==> config.mk <==
export PLATFORM = sky130hd
export DESIGN_NAME = uart_rx_buffer_flat
export DESIGN_NICKNAME = d
export VERILOG_FILES = /design/src/rtl/uart_pkg.sv /design/src/rtl/uart_rx_buffer_if.sv /design/src/rtl/sync_fifo.sv /design/src/rtl/uart_rx_buffer.sv /design/src/flat_wrapper.sv
export SDC_FILE = /design/constraint.sdc
export NUM_CORES = 1
export LEC_CHECK = 0
export ABC_AREA = 1
export ABC_CLOCK_PERIOD_IN_PS = 2600
export CELL_PAD_IN_SITES_DETAIL_PLACEMENT = 1
export CELL_PAD_IN_SITES_GLOBAL_PLACEMENT = 2
export CORE_MARGIN = 5
export CORE_UTILIZATION = 41
export DETAILED_ROUTE_END_ITERATION = 8
export PLACE_DENSITY_LB_ADDON = 0.1
export SYNTH_ARGS = -nofsm -noshare
export SYNTH_HDL_FRONTEND = slang
export SYNTH_SLANG_ARGS = --single-unit
==> constraint.sdc <==
create_clock -name clk -period 2.6 [get_ports clk]
set_input_delay 0.26 -clock clk [delete_from_list [all_inputs] [get_ports clk]]
set_output_delay 0.26 -clock clk [all_outputs]
set_load 0.1 [all_outputs]
==> src/rtl/uart_pkg.sv <==
// Shared types and constants for the UART receive buffer slice.
package uart_pkg;

  typedef enum logic [1:0] {
    IDLE     = 2'd0,
    STORE    = 2'd1,
    CLEAR    = 2'd2,
    WAIT_LOW = 2'd3
  } state_t;

  localparam int unsigned ERR_DATA       = 0;
  localparam int unsigned ERR_END        = 1;
  localparam int unsigned DEPTH_DEF      = 16;
  localparam int unsigned CLR_CYCLES_DEF = 2;

  // FIFO entry layout: {enderror, errdata, rx_data[7:0]}
  localparam int unsigned ENTRY_W  = 10;
  localparam int unsigned FLAG_LSB = 8;

  function automatic logic [ENTRY_W-1:0] pack_entry(input logic [7:0] data,
                                                    input logic       errdata,
                                                    input logic       enderror);
    logic [ENTRY_W-1:0] e;
    e                     = '0;
    e[7:0]                = data;
    e[FLAG_LSB+ERR_DATA]  = errdata;
    e[FLAG_LSB+ERR_END]   = enderror;
    return e;
  endfunction

endpackage

==> src/rtl/uart_rx_buffer_if.sv <==
// Signal bundle between uart_rx, the receive buffer and its consumer.
interface uart_rx_buffer_if #(
  parameter int unsigned DEPTH = uart_pkg::DEPTH_DEF
);
  localparam int unsigned CW = $clog2(DEPTH) + 1;

  logic          ready;
  logic [7:0]    rx_data;
  logic          errdata;
  logic          enderror;
  logic          state_clear;
  logic          rd_en;
  logic [7:0]    rd_data;
  logic [1:0]    rd_err;
  logic          empty;
  logic          full;
  logic [CW-1:0] count;
  logic          overrun;
  logic          ovr_clr;
  logic [7:0]    err_cnt;

  modport slave (
    input  ready, rx_data, errdata, enderror, rd_en, ovr_clr,
    output state_clear, rd_data, rd_err, empty, full, count, overrun, err_cnt
  );

  modport master (
    output ready, rx_data, errdata, enderror, rd_en, ovr_clr,
    input  state_clear, rd_data, rd_err, empty, full, count, overrun, err_cnt
  );

endinterface

==> src/rtl/sync_fifo.sv <==
// Single-clock first-word-fall-through FIFO; storage is not reset.
module sync_fifo #(
  parameter int unsigned DW    = 10,
  parameter int unsigned DEPTH = 16
) (
  input  logic                   clk,
  input  logic                   rst,
  input  logic                   i_wr_en,
  input  logic [DW-1:0]          i_wr_data,
  input  logic                   i_rd_en,
  output logic [DW-1:0]          o_rd_data,
  output logic                   o_empty,
  output logic                   o_full,
  output logic [$clog2(DEPTH):0] o_count
);

  localparam int unsigned   AW       = $clog2(DEPTH);
  localparam logic [AW:0]   FULL_CNT = (AW+1)'(DEPTH);

  logic [DW-1:0] r_mem [DEPTH];
  logic [AW-1:0] r_wptr;
  logic [AW-1:0] r_rptr;
  logic [AW:0]   r_count;
  logic          w_push;
  logic          w_pop;
  logic [AW-1:0] w_rd_addr;

  assign o_empty = (r_count == '0);
  assign o_full  = (r_count == FULL_CNT);
  assign o_count = r_count;

  // A write into a full FIFO is only legal when the same edge frees a slot.
  assign w_pop  = i_rd_en && !o_empty;
  assign w_push = i_wr_en && (!o_full || w_pop);

  always_ff @(posedge clk) begin
    if (w_push) r_mem[r_wptr] <= i_wr_data;
  end

  always_ff @(posedge clk) begin
    if (rst) begin
      r_wptr  <= '0;
      r_rptr  <= '0;
      r_count <= '0;
    end else begin
      if (w_push) r_wptr <= r_wptr + 1'b1;
      if (w_pop)  r_rptr <= r_rptr + 1'b1;
      case ({w_push, w_pop})
        2'b10:   r_count <= r_count + 1'b1;
        2'b01:   r_count <= r_count - 1'b1;
        default: r_count <= r_count;
      endcase
    end
  end

  // When empty, keep presenting the most recently popped entry.
  assign w_rd_addr = o_empty ? (r_rptr - 1'b1) : r_rptr;
  assign o_rd_data = r_mem[w_rd_addr];

endmodule

==> src/rtl/uart_rx_buffer.sv <==
// Captures each uart_rx frame once, clears the receiver, and queues bytes with error flags.
module uart_rx_buffer
  import uart_pkg::*;
#(
  parameter int unsigned DEPTH      = DEPTH_DEF,
  parameter int unsigned CLR_CYCLES = CLR_CYCLES_DEF
) (
  input  logic              clk,
  input  logic              rst,
  uart_rx_buffer_if.slave   bus
);

  localparam int unsigned       CW       = $clog2(DEPTH) + 1;
  localparam int unsigned       CCW      = $clog2(CLR_CYCLES + 1);
  localparam logic [CCW-1:0]    CLR_LAST = CCW'(CLR_CYCLES - 1);

  state_t               r_state;
  state_t               w_next;
  logic                 w_capture;
  logic                 w_store;
  logic                 w_state_clear;
  logic [ENTRY_W-1:0]   r_hold;
  logic [CCW-1:0]       r_clr_cnt;
  logic                 r_overrun;
  logic [7:0]           r_err_cnt;
  logic [ENTRY_W-1:0]   w_head;
  logic                 w_empty;
  logic                 w_full;
  logic [CW-1:0]        w_count;
  logic                 w_pop;
  logic                 w_drop;
  logic                 w_hold_err;

  always_ff @(posedge clk) begin
    if (rst) r_state <= IDLE;
    else     r_state <= w_next;
  end

  always_comb begin
    w_next        = r_state;
    w_capture     = 1'b0;
    w_store       = 1'b0;
    w_state_clear = 1'b0;
    unique case (r_state)
      IDLE: begin
        if (bus.ready) begin
          w_capture = 1'b1;
          w_next    = STORE;
        end
      end
      STORE: begin
        w_store = 1'b1;
        w_next  = CLEAR;
      end
      CLEAR: begin
        w_state_clear = 1'b1;
        if (r_clr_cnt == CLR_LAST) w_next = WAIT_LOW;
      end
      WAIT_LOW: begin
        if (!bus.ready) w_next = IDLE;
      end
      default: w_next = IDLE;
    endcase
  end

  assign w_pop      = bus.rd_en && !w_empty;
  assign w_drop     = w_store && w_full && !w_pop;
  assign w_hold_err = r_hold[FLAG_LSB+ERR_DATA] | r_hold[FLAG_LSB+ERR_END];

  always_ff @(posedge clk) begin
    if (rst) begin
      r_hold    <= '0;
      r_clr_cnt <= '0;
      r_overrun <= 1'b0;
      r_err_cnt <= '0;
    end else begin
      if (w_capture) r_hold <= pack_entry(bus.rx_data, bus.errdata, bus.enderror);
      r_clr_cnt <= (r_state == CLEAR) ? r_clr_cnt + 1'b1 : '0;
      if (w_drop)           r_overrun <= 1'b1;
      else if (bus.ovr_clr) r_overrun <= 1'b0;
      // Dropped frames still count toward the error total.
      if (w_store && w_hold_err && (r_err_cnt != '1)) r_err_cnt <= r_err_cnt + 1'b1;
    end
  end

  sync_fifo #(
    .DW    (ENTRY_W),
    .DEPTH (DEPTH)
  ) u_fifo (
    .clk       (clk),
    .rst       (rst),
    .i_wr_en   (w_store),
    .i_wr_data (r_hold),
    .i_rd_en   (bus.rd_en),
    .o_rd_data (w_head),
    .o_empty   (w_empty),
    .o_full    (w_full),
    .o_count   (w_count)
  );

  assign bus.state_clear = w_state_clear;
  assign bus.rd_data     = w_head[7:0];
  assign bus.rd_err      = w_head[FLAG_LSB+1:FLAG_LSB];
  assign bus.empty       = w_empty;
  assign bus.full        = w_full;
  assign bus.count       = w_count;
  assign bus.overrun     = r_overrun;
  assign bus.err_cnt     = r_err_cnt;

endmodule

==> src/flat_wrapper.sv <==
// flat-port wrapper written by rule: the top's interface ports become plain ports
module uart_rx_buffer_flat import uart_pkg::*;
#(
  parameter int unsigned DEPTH      = DEPTH_DEF,
  parameter int unsigned CLR_CYCLES = CLR_CYCLES_DEF
)
  (clk, rst, bus_ready, bus_rx_data, bus_errdata, bus_enderror, bus_rd_en, bus_ovr_clr, bus_state_clear, bus_rd_data, bus_rd_err, bus_empty, bus_full, bus_count, bus_overrun, bus_err_cnt);
  uart_rx_buffer_if #(.DEPTH(DEPTH)) bus_i ();
  input  logic clk;
  input  logic rst;
  input wire logic [$bits(bus_i.ready)-1:0] bus_ready;
  input wire logic [$bits(bus_i.rx_data)-1:0] bus_rx_data;
  input wire logic [$bits(bus_i.errdata)-1:0] bus_errdata;
  input wire logic [$bits(bus_i.enderror)-1:0] bus_enderror;
  input wire logic [$bits(bus_i.rd_en)-1:0] bus_rd_en;
  input wire logic [$bits(bus_i.ovr_clr)-1:0] bus_ovr_clr;
  output wire logic [$bits(bus_i.state_clear)-1:0] bus_state_clear;
  output wire logic [$bits(bus_i.rd_data)-1:0] bus_rd_data;
  output wire logic [$bits(bus_i.rd_err)-1:0] bus_rd_err;
  output wire logic [$bits(bus_i.empty)-1:0] bus_empty;
  output wire logic [$bits(bus_i.full)-1:0] bus_full;
  output wire logic [$bits(bus_i.count)-1:0] bus_count;
  output wire logic [$bits(bus_i.overrun)-1:0] bus_overrun;
  output wire logic [$bits(bus_i.err_cnt)-1:0] bus_err_cnt;
  assign bus_i.ready = bus_ready;
  assign bus_i.rx_data = bus_rx_data;
  assign bus_i.errdata = bus_errdata;
  assign bus_i.enderror = bus_enderror;
  assign bus_i.rd_en = bus_rd_en;
  assign bus_i.ovr_clr = bus_ovr_clr;
  assign bus_state_clear = bus_i.state_clear;
  assign bus_rd_data = bus_i.rd_data;
  assign bus_rd_err = bus_i.rd_err;
  assign bus_empty = bus_i.empty;
  assign bus_full = bus_i.full;
  assign bus_count = bus_i.count;
  assign bus_overrun = bus_i.overrun;
  assign bus_err_cnt = bus_i.err_cnt;
  uart_rx_buffer #(.DEPTH(DEPTH), .CLR_CYCLES(CLR_CYCLES)) u_core (.clk(clk), .rst(rst), .bus(bus_i));
endmodule
==> impl_metrics.env <==
export IMPL_dp_cells=1043
export IMPL_drtAntennaViolNets=0
export IMPL_cp_required_ps=2340
export IMPL_post_route_period_util_pct=104
export IMPL_insertion_delay_ps=440
export IMPL_fin_area_mm2=0.0107
export IMPL_finalNonFillerCells=1103
export IMPL_maxCapViolCount=0
export IMPL_antenna_found_initial=0
export IMPL_syn_avg_cell_area_um2=11.5
export IMPL_grt_pass1_wl_um=36900
export IMPL_track_usage_pct=20.5
export IMPL_initial_core_util_pct=41.8
export IMPL_htreeDepth=4
export IMPL_synthCells=738
export IMPL_ys_ff_latch=196
export IMPL_hold_viol=0
export IMPL_first_iter_violations=328
export IMPL_gp_congestion=0.833
export IMPL_drive_gt1_share_pct=26.1
export IMPL_grt_pass1_vias=6363
export IMPL_wirelength_um=24200
export IMPL_cts_root_buf="clkbuf_16"
export IMPL_cts_buffers=17
export IMPL_yosysSeqAreaShare_pct=65.1
export IMPL_io_pin_count=42
export IMPL_area_delta_synth_final_pct=26.3
export IMPL_skew_ps=12.2
export IMPL_dpl_hpwl_um=15000
export IMPL_cts_tree="done"
export IMPL_final_nets=850
export IMPL_yosysWarnings=0
export IMPL_cts_sinks=196
export IMPL_violations="setup timing"
export IMPL_critPathKind="reg -> out"
export IMPL_clkTransAtPathRegs_ps=70
export IMPL_dpl_cell_area_mm2=0.00946
export IMPL_syn_num_nets=768
export IMPL_viasPerCell=5.42
export IMPL_max_clock_path_buffers=2
export IMPL_setup_viol=10
export IMPL_diodes=0
export IMPL_worstMarginPinSlew_ps=869
export IMPL_drcViolationCount=0
export IMPL_critPathLaunchType="flip-flop"
export IMPL_rsz0062_at_grt="yes"
export IMPL_grt_max_degree=41
export IMPL_portBuffers=41
export IMPL_fin_util_pct=52.8
export IMPL_crit_arrival_ps=2440
export IMPL_synth_distinct_cells=36
export IMPL_slew_headroom_pct=42.0
export IMPL_crit_fanout=5
export IMPL_drt_first_pass_iters=4
export IMPL_fmax_mhz=370
export IMPL_coreArea_mm2=0.0203
export IMPL_synth_area_mm2=0.00849
export IMPL_fin_crit_ps=2700
export IMPL_worst_setup_path_end_kind="output port"
export IMPL_die_y_um=154
export IMPL_dp_slack_ps=76.9
export IMPL_overflow=0
export IMPL_num_vias=5977
export IMPL_die_area_mm2=0.0237
export IMPL_die_w_um=154
export IMPL_maxSlewViolCount=0
export IMPL_wl_per_cell_um=22.0
export IMPL_rows=52
export IMPL_outcome="complete, but fails checks"
export IMPL_setup_ws_ps=-99.7
export IMPL_worstHoldPathType="reg -> reg"
-- layer usage --
layer  wire, um  track usage (%)
met5          0                0
met4        520             6.85
met3        746             3.74
met2      12200             34.8
met1      10800             26.6
-- metrics by stage --
| stage | setup TNS, ps | hold WS (ps) |
|---|---|---|
| global route | -1610 | 456 |
| detailed placement | 0 | 436 |
| finish | -549 | 439 |
| global placement | 0 | 415 |
| floorplan | 0 | 329 |
| CTS | -824 | 442 |
-- synth_stat cells --
library cell / instances / area, um2
nand3_4: 1 / 17.5
a31oi_1: 2 / 12.5
buf_2: 10 / 50.1
a21oi_1: 15 / 75.1
xnor2_1: 1 / 8.76
buf_6: 6 / 67.6
nor2_1: 52 / 195
nand2_2: 4 / 25.0
inv_4: 1 / 6.26
o211ai_1: 71 / 533
or2_2: 31 / 194
nor2_4: 3 / 33.8
xor2_1: 2 / 17.5
ha_1: 15 / 188
inv_1: 80 / 300
a211oi_1: 1 / 7.51
nand4_1: 6 / 37.5
o221ai_1: 1 / 8.76
nand3_1: 73 / 365
edfxtp_1: 160 / 4800
or2_1: 4 / 25.0
a31o_2: 1 / 8.76
buf_1: 2 / 7.51
dfxtp_1: 36 / 721
o21bai_1: 2 / 15.0
nand2_1: 93 / 349
clkinv_1: 2 / 7.51
clkbuf_1: 12 / 45.0
nor3_1: 4 / 20.0
o211ai_2: 10 / 125
o21ai_2: 1 / 8.76
nor3b_1: 1 / 7.51
o221a_2: 1 / 11.3
or2_0: 6 / 37.5
o21ai_0: 24 / 120
buf_4: 4 / 30.0
-- cell type report --
class	count	area [um2]
clock buffer	22	500
clock inverter	10	82.6
fill	2113	9580
inverter	83	342
multi-input combinational	425	2730
sequential	196	5540
tap	270	338
timing repair buffer	95	1170
timing repair inverter	2	12.5
-- registers in the layout (all words and copies together), names as in the netlist --
register	cells
u_core.bus.overrun	1
u_core.r_clr_cnt	2
u_core.bus.err_cnt	8
u_core.u_fifo.r_wptr	4
u_core.u_fifo.r_rptr	4
u_core.r_hold	10
u_core.r_state	2
u_core.u_fifo.o_count	5
u_core.u_fifo.r_mem	160
-- worst max-delay path: stages (launching register included) --
cell and delay [ps]:
dfxtp_4 350, nor2_4 160, nand3_4 130, nand2_4 110, nand2_8 110, buf_12 170, buf_16 130, or2_2 280
o211ai_2 60, nand3_1 110, nand3_1 140, nand2_4 60, buf_12 160
-- logic make-up (layout without fill, tap and decap cells) --
kind of cell               after synthesis  count (layout)  share of synthesized area (%)
DFF                                    196             196                           65.1
AOI/OAI and AO/OA                      129             129                           10.9
and+or+nand+nor                        278             278                           15.4
buffers and inverters                  117             212                           6.06
adders and majority gates               15              15                           2.21
xor gates and xnor gates                 3               3                          0.310
-- worst paths after layout --
kind | from | end | slack, ps | cells past startpoint
setup / recovery | u_core.u_fifo.o_count[2] | bus_rd_data[2] | -100 | 12
hold reg to reg | u_core.r_clr_cnt[0] | u_core.r_clr_cnt[0] | 440 | 1
setup reg to reg | u_core.u_fifo.o_count[2] | u_core.u_fifo.o_count[4] | 240 | 18
hold / removal | u_core.r_clr_cnt[0] | u_core.r_clr_cnt[0] | 440 | 1
-- what timing repair did --
action / in CTS / in global routing
hold buffers: 0 / 0
pin swaps: 22 / 7
resized for setup: 50 / 22
setup buffers: 13 / 3
setup endpoints to repair: 10 / 11
gates cloned: 7 / 5
-- layout by cell type (no fill, tap or decap), types with 4 or more instances in the layout --
master and n:
inv_6 4, or2_4 9, clkbuf_16 23, edfxtp_1 160, nand3_2 23, inv_1 75, nand3_1 50, buf_16 5
nand2_4 13, a21oi_1 15, or2_2 22, clkdlybuf4s50_1 14, inv_2 4, o211ai_2 10, ha_1 14, nor2_4 4
o21ai_0 24, nand4_1 6, buf_4 48, or2_0 6, dfxtp_4 4, o211ai_1 71, buf_12 15, nor3_1 4
dfxtp_1 29, buf_6 5, or2_1 4, nand2_1 83, nor2_1 50
Power is not shown: default switching activity piles up to over one toggle a cycle in this logic, so the estimate is an artifact.
